$ cat src/rtl/haraka_ser_pkg.sv
// Shared types and configuration helpers for the Haraka-S wide-to-narrow serializers.
package haraka_ser_pkg;

   typedef enum logic {IDLE = 1'b0, SEND = 1'b1} ser_state_t;

   function automatic int beats(input int inwidth, input int outwidth);
      return inwidth / outwidth;
   endfunction

   function automatic bit width_ok(input int inwidth, input int outwidth);
      return (outwidth > 0) && ((inwidth % outwidth) == 0) && ((inwidth / outwidth) >= 2);
   endfunction

   function automatic int src_width(input int nreq);
      return (nreq > 1) ? $clog2(nreq) : 1;
   endfunction

endpackage

$ cat src/rtl/serializer_arbiter_rr_arbiter.sv
// Combinational round-robin arbiter: the search starts just after ptr_i, so the
// last-served requester has the lowest priority.
module rr_arbiter
   import haraka_ser_pkg::*;
#(
   parameter int NREQ = 2,
   localparam int SRCW = src_width(NREQ)
) (
   input  logic [NREQ-1:0] req_i,
   input  logic [SRCW-1:0] ptr_i,
   output logic [NREQ-1:0] grant_onehot_o,
   output logic [SRCW-1:0] grant_idx_o,
   output logic            any_o
);

   // Rotating priority scan: the first valid requester after ptr_i wins.
   always_comb begin
      logic [SRCW-1:0] idx_s;
      logic            hit_s;
      grant_onehot_o = '0;
      grant_idx_o    = '0;
      any_o          = 1'b0;
      idx_s          = '0;
      hit_s          = 1'b0;
      for (int k = 1; k <= NREQ; k++) begin
         idx_s                 = SRCW'((int'(ptr_i) + k) % NREQ);
         hit_s                 = req_i[idx_s] & ~any_o;
         grant_onehot_o[idx_s] = grant_onehot_o[idx_s] | hit_s;
         grant_idx_o           = hit_s ? idx_s : grant_idx_o;
         any_o                 = any_o | hit_s;
      end
   end

endmodule

$ cat src/rtl/serializer_arbiter.sv
// Shares one INWIDTH-to-OUTWIDTH serializer between NREQ producers; each granted word
// is sent LSB chunk first as a valid/ready beat stream tagged with its source.
module serializer_arbiter
   import haraka_ser_pkg::*;
#(
   parameter int INWIDTH  = 256,
   parameter int OUTWIDTH = 64,
   parameter int NREQ     = 2,
   localparam int SRCW    = src_width(NREQ)
) (
   input  logic                    clk,
   input  logic                    rst,
   input  logic [NREQ-1:0]         req_valid,
   input  logic [NREQ*INWIDTH-1:0] req_data,
   output logic [NREQ-1:0]         req_ready,
   output logic                    out_valid,
   output logic [OUTWIDTH-1:0]     out_data,
   output logic                    out_last,
   output logic [SRCW-1:0]         out_src,
   input  logic                    out_ready,
   output logic                    busy
);

   localparam int BEATS = beats(INWIDTH, OUTWIDTH);
   localparam int CNTW  = $clog2(BEATS);
   localparam logic [CNTW-1:0] LAST_BEAT = CNTW'(BEATS - 1);

   if (!width_ok(INWIDTH, OUTWIDTH)) begin : g_bad_cfg
      $error("serializer_arbiter: INWIDTH must be a multiple (>=2x) of OUTWIDTH");
   end

   ser_state_t          state_q, state_d;
   logic [INWIDTH-1:0]  shreg_q, shreg_d;
   logic [CNTW-1:0]     cnt_q, cnt_d;
   logic [SRCW-1:0]     src_q, src_d;
   logic [SRCW-1:0]     ptr_q, ptr_d;
   logic [NREQ-1:0]     grant_s;
   logic [SRCW-1:0]     grant_idx_s;
   logic                grant_any_s;
   logic [NREQ-1:0]     req_ready_s;

   rr_arbiter #(.NREQ(NREQ)) u_arb (
      .req_i          (req_valid),
      .ptr_i          (ptr_q),
      .grant_onehot_o (grant_s),
      .grant_idx_o    (grant_idx_s),
      .any_o          (grant_any_s)
   );

   // State and datapath registers; reset abandons any partially sent word.
   always_ff @(posedge clk or posedge rst) begin
      if (rst) begin
         state_q <= IDLE;
         shreg_q <= '0;
         cnt_q   <= '0;
         src_q   <= '0;
         ptr_q   <= SRCW'(NREQ - 1);
      end else begin
         state_q <= state_d;
         shreg_q <= shreg_d;
         cnt_q   <= cnt_d;
         src_q   <= src_d;
         ptr_q   <= ptr_d;
      end
   end

   // Next-state logic: accept in IDLE, shift out one chunk per accepted beat in SEND.
   always_comb begin
      state_d     = state_q;
      shreg_d     = shreg_q;
      cnt_d       = cnt_q;
      src_d       = src_q;
      ptr_d       = ptr_q;
      req_ready_s = '0;
      case (state_q)
         IDLE: begin
            req_ready_s = grant_s;
            if (grant_any_s) begin
               shreg_d = req_data[grant_idx_s * INWIDTH +: INWIDTH];
               src_d   = grant_idx_s;
               ptr_d   = grant_idx_s;
               cnt_d   = '0;
               state_d = SEND;
            end else begin
               state_d = IDLE;
            end
         end
         SEND: begin
            if (out_ready) begin
               shreg_d = shreg_q >> OUTWIDTH;
               if (cnt_q == LAST_BEAT) begin
                  cnt_d   = '0;
                  state_d = IDLE;
               end else begin
                  cnt_d = cnt_q + CNTW'(1);
               end
            end else begin
               state_d = SEND;
            end
         end
         default: begin
            state_d = IDLE;
         end
      endcase
   end

   assign req_ready = req_ready_s;
   assign out_valid = (state_q == SEND);
   assign out_data  = shreg_q[OUTWIDTH-1:0];
   assign out_last  = (state_q == SEND) && (cnt_q == LAST_BEAT);
   assign out_src   = src_q;
   assign busy      = (state_q == SEND);

endmodule

$ cat config.mk
export PLATFORM = sky130hd
export DESIGN_NAME = serializer_arbiter
export DESIGN_NICKNAME = d
export VERILOG_FILES = /design/src/rtl/haraka_ser_pkg.sv /design/src/rtl/serializer_arbiter_rr_arbiter.sv /design/src/rtl/serializer_arbiter.sv
export SDC_FILE = /design/constraint.sdc
export NUM_CORES = 1
export LEC_CHECK = 0
export CORE_AREA = 2 2 228 230
export DETAILED_ROUTE_END_ITERATION = 8
export DIE_AREA = 0 0 230 232
export SYNTH_ARGS = -nofsm -noshare
export SYNTH_HDL_FRONTEND = slang
export SYNTH_SLANG_ARGS = --single-unit
$ cat constraint.sdc
create_clock -name clk -period 10 [get_ports clk]
set_input_delay 1.5 -clock clk [delete_from_list [all_inputs] [get_ports clk]]
set_output_delay 1.5 -clock clk [all_outputs]
set_load 0.02 [all_outputs]
Word-level counts from Yosys, hierarchy flattened
Index checks and enable logic that the tools add are counted.

Add/subtract/negate cells: 3. $lt $le $gt $ge: 4. Equality and inequality tests: 3. Shift-type cells: 1. Mux-type cells: 26. Bitwise operators: 7. Reduce and logical (&&, ||, !) cells: 5.

Operators with widths (count): two-way mux 256 bit (2); one-hot mux 256 bit (2 select lines) (1); indexed part select 512 x 10 -> 256 bit (1); two-way mux 1 bit (14); two-way mux 2 bit (4); < comparator 1 x 2 -> 1 bit (second input constant) (2); inequality test 2 bit (second input constant) (2); one-hot mux 2 bit (2 select lines) (1); AND reduction 2 bit (2); logical AND 1 bit (3); OR 1 bit (3); adder 1 bit (second input constant) (2); adder 2 x 1 -> 2 bit (second input constant) (1); bitwise AND 2 bit (1); bitwise mux 2 bit (1); demux 1 bit (select 1 bit) (2); equality test 2 bit (second input constant) (1); >= comparator 1 bit (second input constant) (2); inverter 1 bit (2); one-hot mux 1 bit (2 select lines) (1); bitwise AND 1 bit (1).

Register bits: 261. Bits of input ports: 517. Output and inout bits: 70. Word-level logic and storage cells: 54.

Depth between registers and ports, before layout
Depth in word-level cells: 11. Depth in mapped cells: 6. Gate-level depth less buffers: 4.

Modules after synthesis
From an unflattened synthesis, not the netlist that was laid out.

Cells, all modules: 1385. Area total of the unflattened synthesis: 15313.4 um^2.

By module, submodules not included: serializer_arbiter (times used 1, cells an instance 1380, area each 15280.9 um^2, seq. area each 6532.5 um^2); rr_arbiter (times used 1, cells an instance 5, area each 32.5 um^2, seq. area each 0.0 um^2).

Worst setup path before layout
Ideal clock, no wire load.

Kind: in2out. From: input req_valid[0]. To: output req_ready[1]. Data arrival time: 1.875 ns. Required time: 8.500 ns. Setup slack: 6.625 ns. Cell stages on the path: 3. Path buffers: 0. Cell sequence: nand2_1 > nand2_1 > nor2_1.

Cells in the longest elaborated chain, start to end: 9. Elaborated cells on any way between the ends: 13. Classes of those cells: mux: 8; bitwise: 5.

RTL lines: start, declared (RTL line serializer_arbiter.sv:13) `input logic [NREQ-1:0] req_valid,`; two-way mux 1 bit (not written as such) (2 in series) (RTL line serializer_arbiter_rr_arbiter.sv:27) `hit_s = req_i[idx_s] & ~any_o;`; OR 1 bit (RTL line serializer_arbiter_rr_arbiter.sv:28) `grant_onehot_o[idx_s] = grant_onehot_o[idx_s] | hit_s;`; bitwise AND 2 bit (no line); two-way mux 1 bit (not written as such) (2 in series) (RTL line serializer_arbiter_rr_arbiter.sv:28); OR 1 bit (RTL line serializer_arbiter_rr_arbiter.sv:28); bitwise mux 2 bit * (RTL line serializer_arbiter_rr_arbiter.sv:28); two-way mux 2 bit * (RTL line serializer_arbiter.sv:75) `case (state_q)`; end, declared (RTL line serializer_arbiter.sv:15) `output logic [NREQ-1:0] req_ready,`.

Mark *: on every way between the ends. The rest lies on a longest branch, timed or not. The select of a mux whose other input is x is not followed.

Final worst setup path
Same ends and word-level chain as after synthesis.

==> results <==
- The depth of the worst register-to-register path is 4.
- The worst-case register-to-register setup slack is around 6700 ps.
- The dominant cell type by area after synthesis is sky130_fd_sc_hd__dfrtp_1.
- The most common cell in the synthesized netlist is sky130_fd_sc_hd__dfrtp_1.
- The number of cells upsized or downsized after cts is 0.
- Across the VDD grid, the largest voltage drop is roughly 0.14 mV.
- The sequential cells in the finished layout cover a total of 6536 sq um.
- The required time reported for the critical path endpoint is 8500 ps.
- The destination of the worst hold path is out_src.
- Post-CTS timing repair inserted 0 buffers for setup.
- Along the worst hold path, the cell count comes to 2.
- The initialized floorplan defines 83 standard-cell rows.
- In this run the worst path has a maximum fanout of 6.
- Yosys mapped the design onto 30 distinct sky130hd cell types.
- The kind of critical path is input port to output pin.
- The first detailed-routing pass ran for 5 iterations.
- The initial antenna violation count is 1.
- The number of routed nets with antenna violations is 0.
- The worst pin sits at a relative slew slack of around 14%.
- In this run the worst hold path is classified as flip-flop to flip-flop.
- The power per cell area is 215.4 nW/um^2.
- Summing every instance area after synthesis gives 14660 sq um.
- The I/O pin total is 587.
- The critical path launch point type is an input port.
- The max-slew violation count is 0.
- The worst register-to-register path begins at busy.
- After synthesis, the share of flip-flops with an asynchronous set or reset is 100.0%.
- Summed over all layers, the routed wires come to 51470 um.
- STA classifies the critical path endpoint as an output pin.
- The number of warning messages in the yosys log is 0.
- Summed over all failing endpoints, the final setup total negative slack is 0 ps.
- The number of buffers created by CTS is 30.
- The slew at the pin closest to its max-slew limit is 1285 ps.
- Setup repair after global routing left no endpoint under its margin.
- The clock edge transition at the registers on the reported setup and hold paths is approximately 50 ps.
- The first-pass GRT wire length is 78680 um.
- Setup violations remaining at the end of the flow were counted as 0.
- The half-perimeter wire length after detailed placement is ~35000 um.
- The post-synthesis sequential area ratio is between 40% and 50%.
- The worst hold path begins at out_src.
- Entering global routing, the biggest net connects 196 pins.
- In this run the number of cells on the critical path is 5.
- On the worst path, the slowest cell contributes a delay of 620 ps.
- The clock skew is 12.87 ps.
- The combined buffer and inverter count along the critical path is 2.
- During placement, the flow inserted port buffers numbering 586.
- The congestion estimate from routability-driven global placement came to 0.8133.
- The die boundary height is between 200 and 250 um.
- After detailed routing, the number of vias per cell comes to 5.148.
- For this run, the total global-route usage over all layers was measured as 18.44%.
- The number of hold-repair buffers added at the cts stage is 0.
- After the first detailed-routing iteration, the DRC count stood at 916.
- The achievable clock frequency is 220.1 MHz.
- Global routing finished with a remaining overflow of 0.
- In this design, the largest share of critical-path delay is due to buffers and inverters.
- In this run the deepest clock path goes through 3 buffers.
- The worst hold slack is 487.8 ps.
- The number of vias in the routed layout is 12967.
- The full die area is 53360 sq um.
- The top flip-flop cell by instance count after synthesis is sky130_fd_sc_hd__dfrtp_1.
- The total number of clock tree sinks is 261.
- The flow ran to the end, and the final reports show no timing, DRC or antenna violations.
- CTS built an H-tree with a depth of 1.
- The width of the chip is 230 um.
- In this run, synthesis inferred 0 flip-flops with an integrated enable.
- By area the synthesized netlist is led by sky130_fd_sc_hd__dfrtp_1 44%, sky130_fd_sc_hd__mux2i_1 18%, sky130_fd_sc_hd__o211ai_1 9.8%, sky130_fd_sc_hd__o21ai_0 6.6%, sky130_fd_sc_hd__nand3_1 6.6%.
- The DRC violations left is 0.
- The routed wire length per instance is 20.43 um.
- The via count of the first global-routing pass was around 13000.
- After synthesis the netlist holds a flip-flop and latch count of about 260.
- Synthesis handed over a netlist of 1398 instances.
- The area growth from synthesis to layout is 44.90%.
- The net total in the final layout is 2334.
- The synthesized net count is 1916.
- The tree is rooted in a sky130_fd_sc_hd__clkbuf_16.
- The critical path arrival is a little over 3000 ps.
- Max-cap violations in this run came to 0.
- Subtracting the final worst setup slack from the clock period gives 4543 ps.
- The starting density of the core is 28.82%.
- The fraction of final layout cells sized beyond drive strength 1 is 5.386%.
- The synthesized area per cell is 10.49 sq um.
- In this run the critical register-to-register path is captured at shreg_q[32].
- The critical path goes through clkdlybuf4s50_1 -> nand2_1 -> nand2_1 -> nor2_1 -> clkdlybuf4s50_1.
- Summed over all cells, the static leakage comes to 8.407 nW.
- Counting the fill cells in the layout gives 4911.
- The number of hold violations in the final report came to 0.
- The commonest cells after synthesis are 260 x sky130_fd_sc_hd__dfrtp_1, 257 x sky130_fd_sc_hd__mux2i_1, 193 x sky130_fd_sc_hd__o21ai_0.
- The cell with the largest stage delay on the worst path is sky130_fd_sc_hd__clkdlybuf4s50_1.
- The placeable core area is a little over 50000 sq um.
- The area used by multi-input combinational logic is approximately 6900 sq um.
- The clock latency reported for the late side of the worst-skew pair is 570 ps.
- The TritonCTS clock tree is done.
- The top cell type by area accounts for around 44% of the synthesized area.
- The share of the clock period used by the worst path is 45.43%.
[through the flow]
step,std cells,total power [mW],area [sq um],utilization [%],setup WS [ps]
6_report,2519,4.578,21250,41.76,5457
5_1_grt,2519,4.853,21250,41.76,5391
4_1_cts,2518,4.631,21250,41.75,5451
3_5_place_dp,2464,3.504,20260,39.82,5091
3_3_place_gp,2464,3.461,20260,39.82,5170
2_1_floorplan,1398,2.918,14660,-,1318
[final cells by class]
cell class | instances | share of cell area [%]
Clock buffer | 47 | 4.216
Tap cell | 680 | 4.004
Inverter | 2 | 0.07066
Clock inverter | 7 | 0.4181
Timing Repair Buffer | 601 | 28.26
Multi-Input combinational cell | 920 | 32.26
Antenna cell | 1 | 0.01178
Sequential cell | 261 | 30.76
[metal layers]
layer  global-route usage [%]  vias to the layer above  wire (um)
li1                         -                     6064          -
met1                    24.00                     6424      21570
met2                    31.84                      421      25890
met3                    3.205                       58       2913
met4                    4.294                        0       1096
met5                        0                        -          0
[report_power, final]
part           switching [mW]  internal [mW]  total [mW]
registers               0.254           1.48        1.74
logic                   0.910          0.824        1.73
clock network           0.444          0.661        1.11
[cells by family after synthesis]
| group | share of synthesized area, % |
|---|---|
| AO/OA/AOI/OAI | 21.83 |
| flip-flops | 44.55 |
| adder cells (fa/ha/maj) | 0.08531 |
| multiplexers | 17.54 |
| buffers and inverters | 8.942 |
| AND/OR/NAND/NOR | 7.056 |
[sequential cells by signal, summed over array words and instances, names as in the netlist]
signal / count
shreg_q: 256
cnt_q: 2
busy: 1
out_src: 1
ptr_q: 1
[worst reg2reg max path: stages, from the launching register on]
cell and delay [ps]:
sky130_fd_sc_hd__dfrtp_4 780, sky130_fd_sc_hd__o21bai_4 230, sky130_fd_sc_hd__buf_4 770, sky130_fd_sc_hd__buf_4 970
sky130_fd_sc_hd__o211ai_1 350
[layout by cell type, fill, tap and decap left out, types with 2 or more instances in the layout]
master / Yosys / routed
sky130_fd_sc_hd__a21oi_1: 3 / 3
sky130_fd_sc_hd__buf_12: 0 / 2
sky130_fd_sc_hd__buf_4: 71 / 13
sky130_fd_sc_hd__bufinv_16: 0 / 2
sky130_fd_sc_hd__clkbuf_1: 95 / 10
sky130_fd_sc_hd__clkbuf_16: 0 / 31
sky130_fd_sc_hd__clkbuf_8: 0 / 6
sky130_fd_sc_hd__clkdlybuf4s50_1: 0 / 585
sky130_fd_sc_hd__clkinv_2: 0 / 4
sky130_fd_sc_hd__dfrtp_1: 260 / 259
sky130_fd_sc_hd__mux2i_1: 257 / 257
sky130_fd_sc_hd__nand2_1: 3 / 3
sky130_fd_sc_hd__nand3_1: 192 / 192
sky130_fd_sc_hd__nor2_1: 4 / 4
sky130_fd_sc_hd__o211ai_1: 192 / 192
sky130_fd_sc_hd__o21ai_0: 193 / 193
sky130_fd_sc_hd__o2bb2ai_1: 34 / 34
sky130_fd_sc_hd__o2bb2ai_2: 30 / 30
[worst max path at each step]
stage	to	start	slack (ps)
finish	req_ready[1]	req_valid[0]	5460
CTS	req_ready[1]	req_valid[0]	5450
floorplan	busy	rst	1320
global placement	shreg_q[185]	req_valid[1]	5170
detailed placement	shreg_q[185]	req_valid[1]	5090
global route	req_ready[1]	req_valid[1]	5390
No activity file was read; power rests on OpenSTA's default activity.
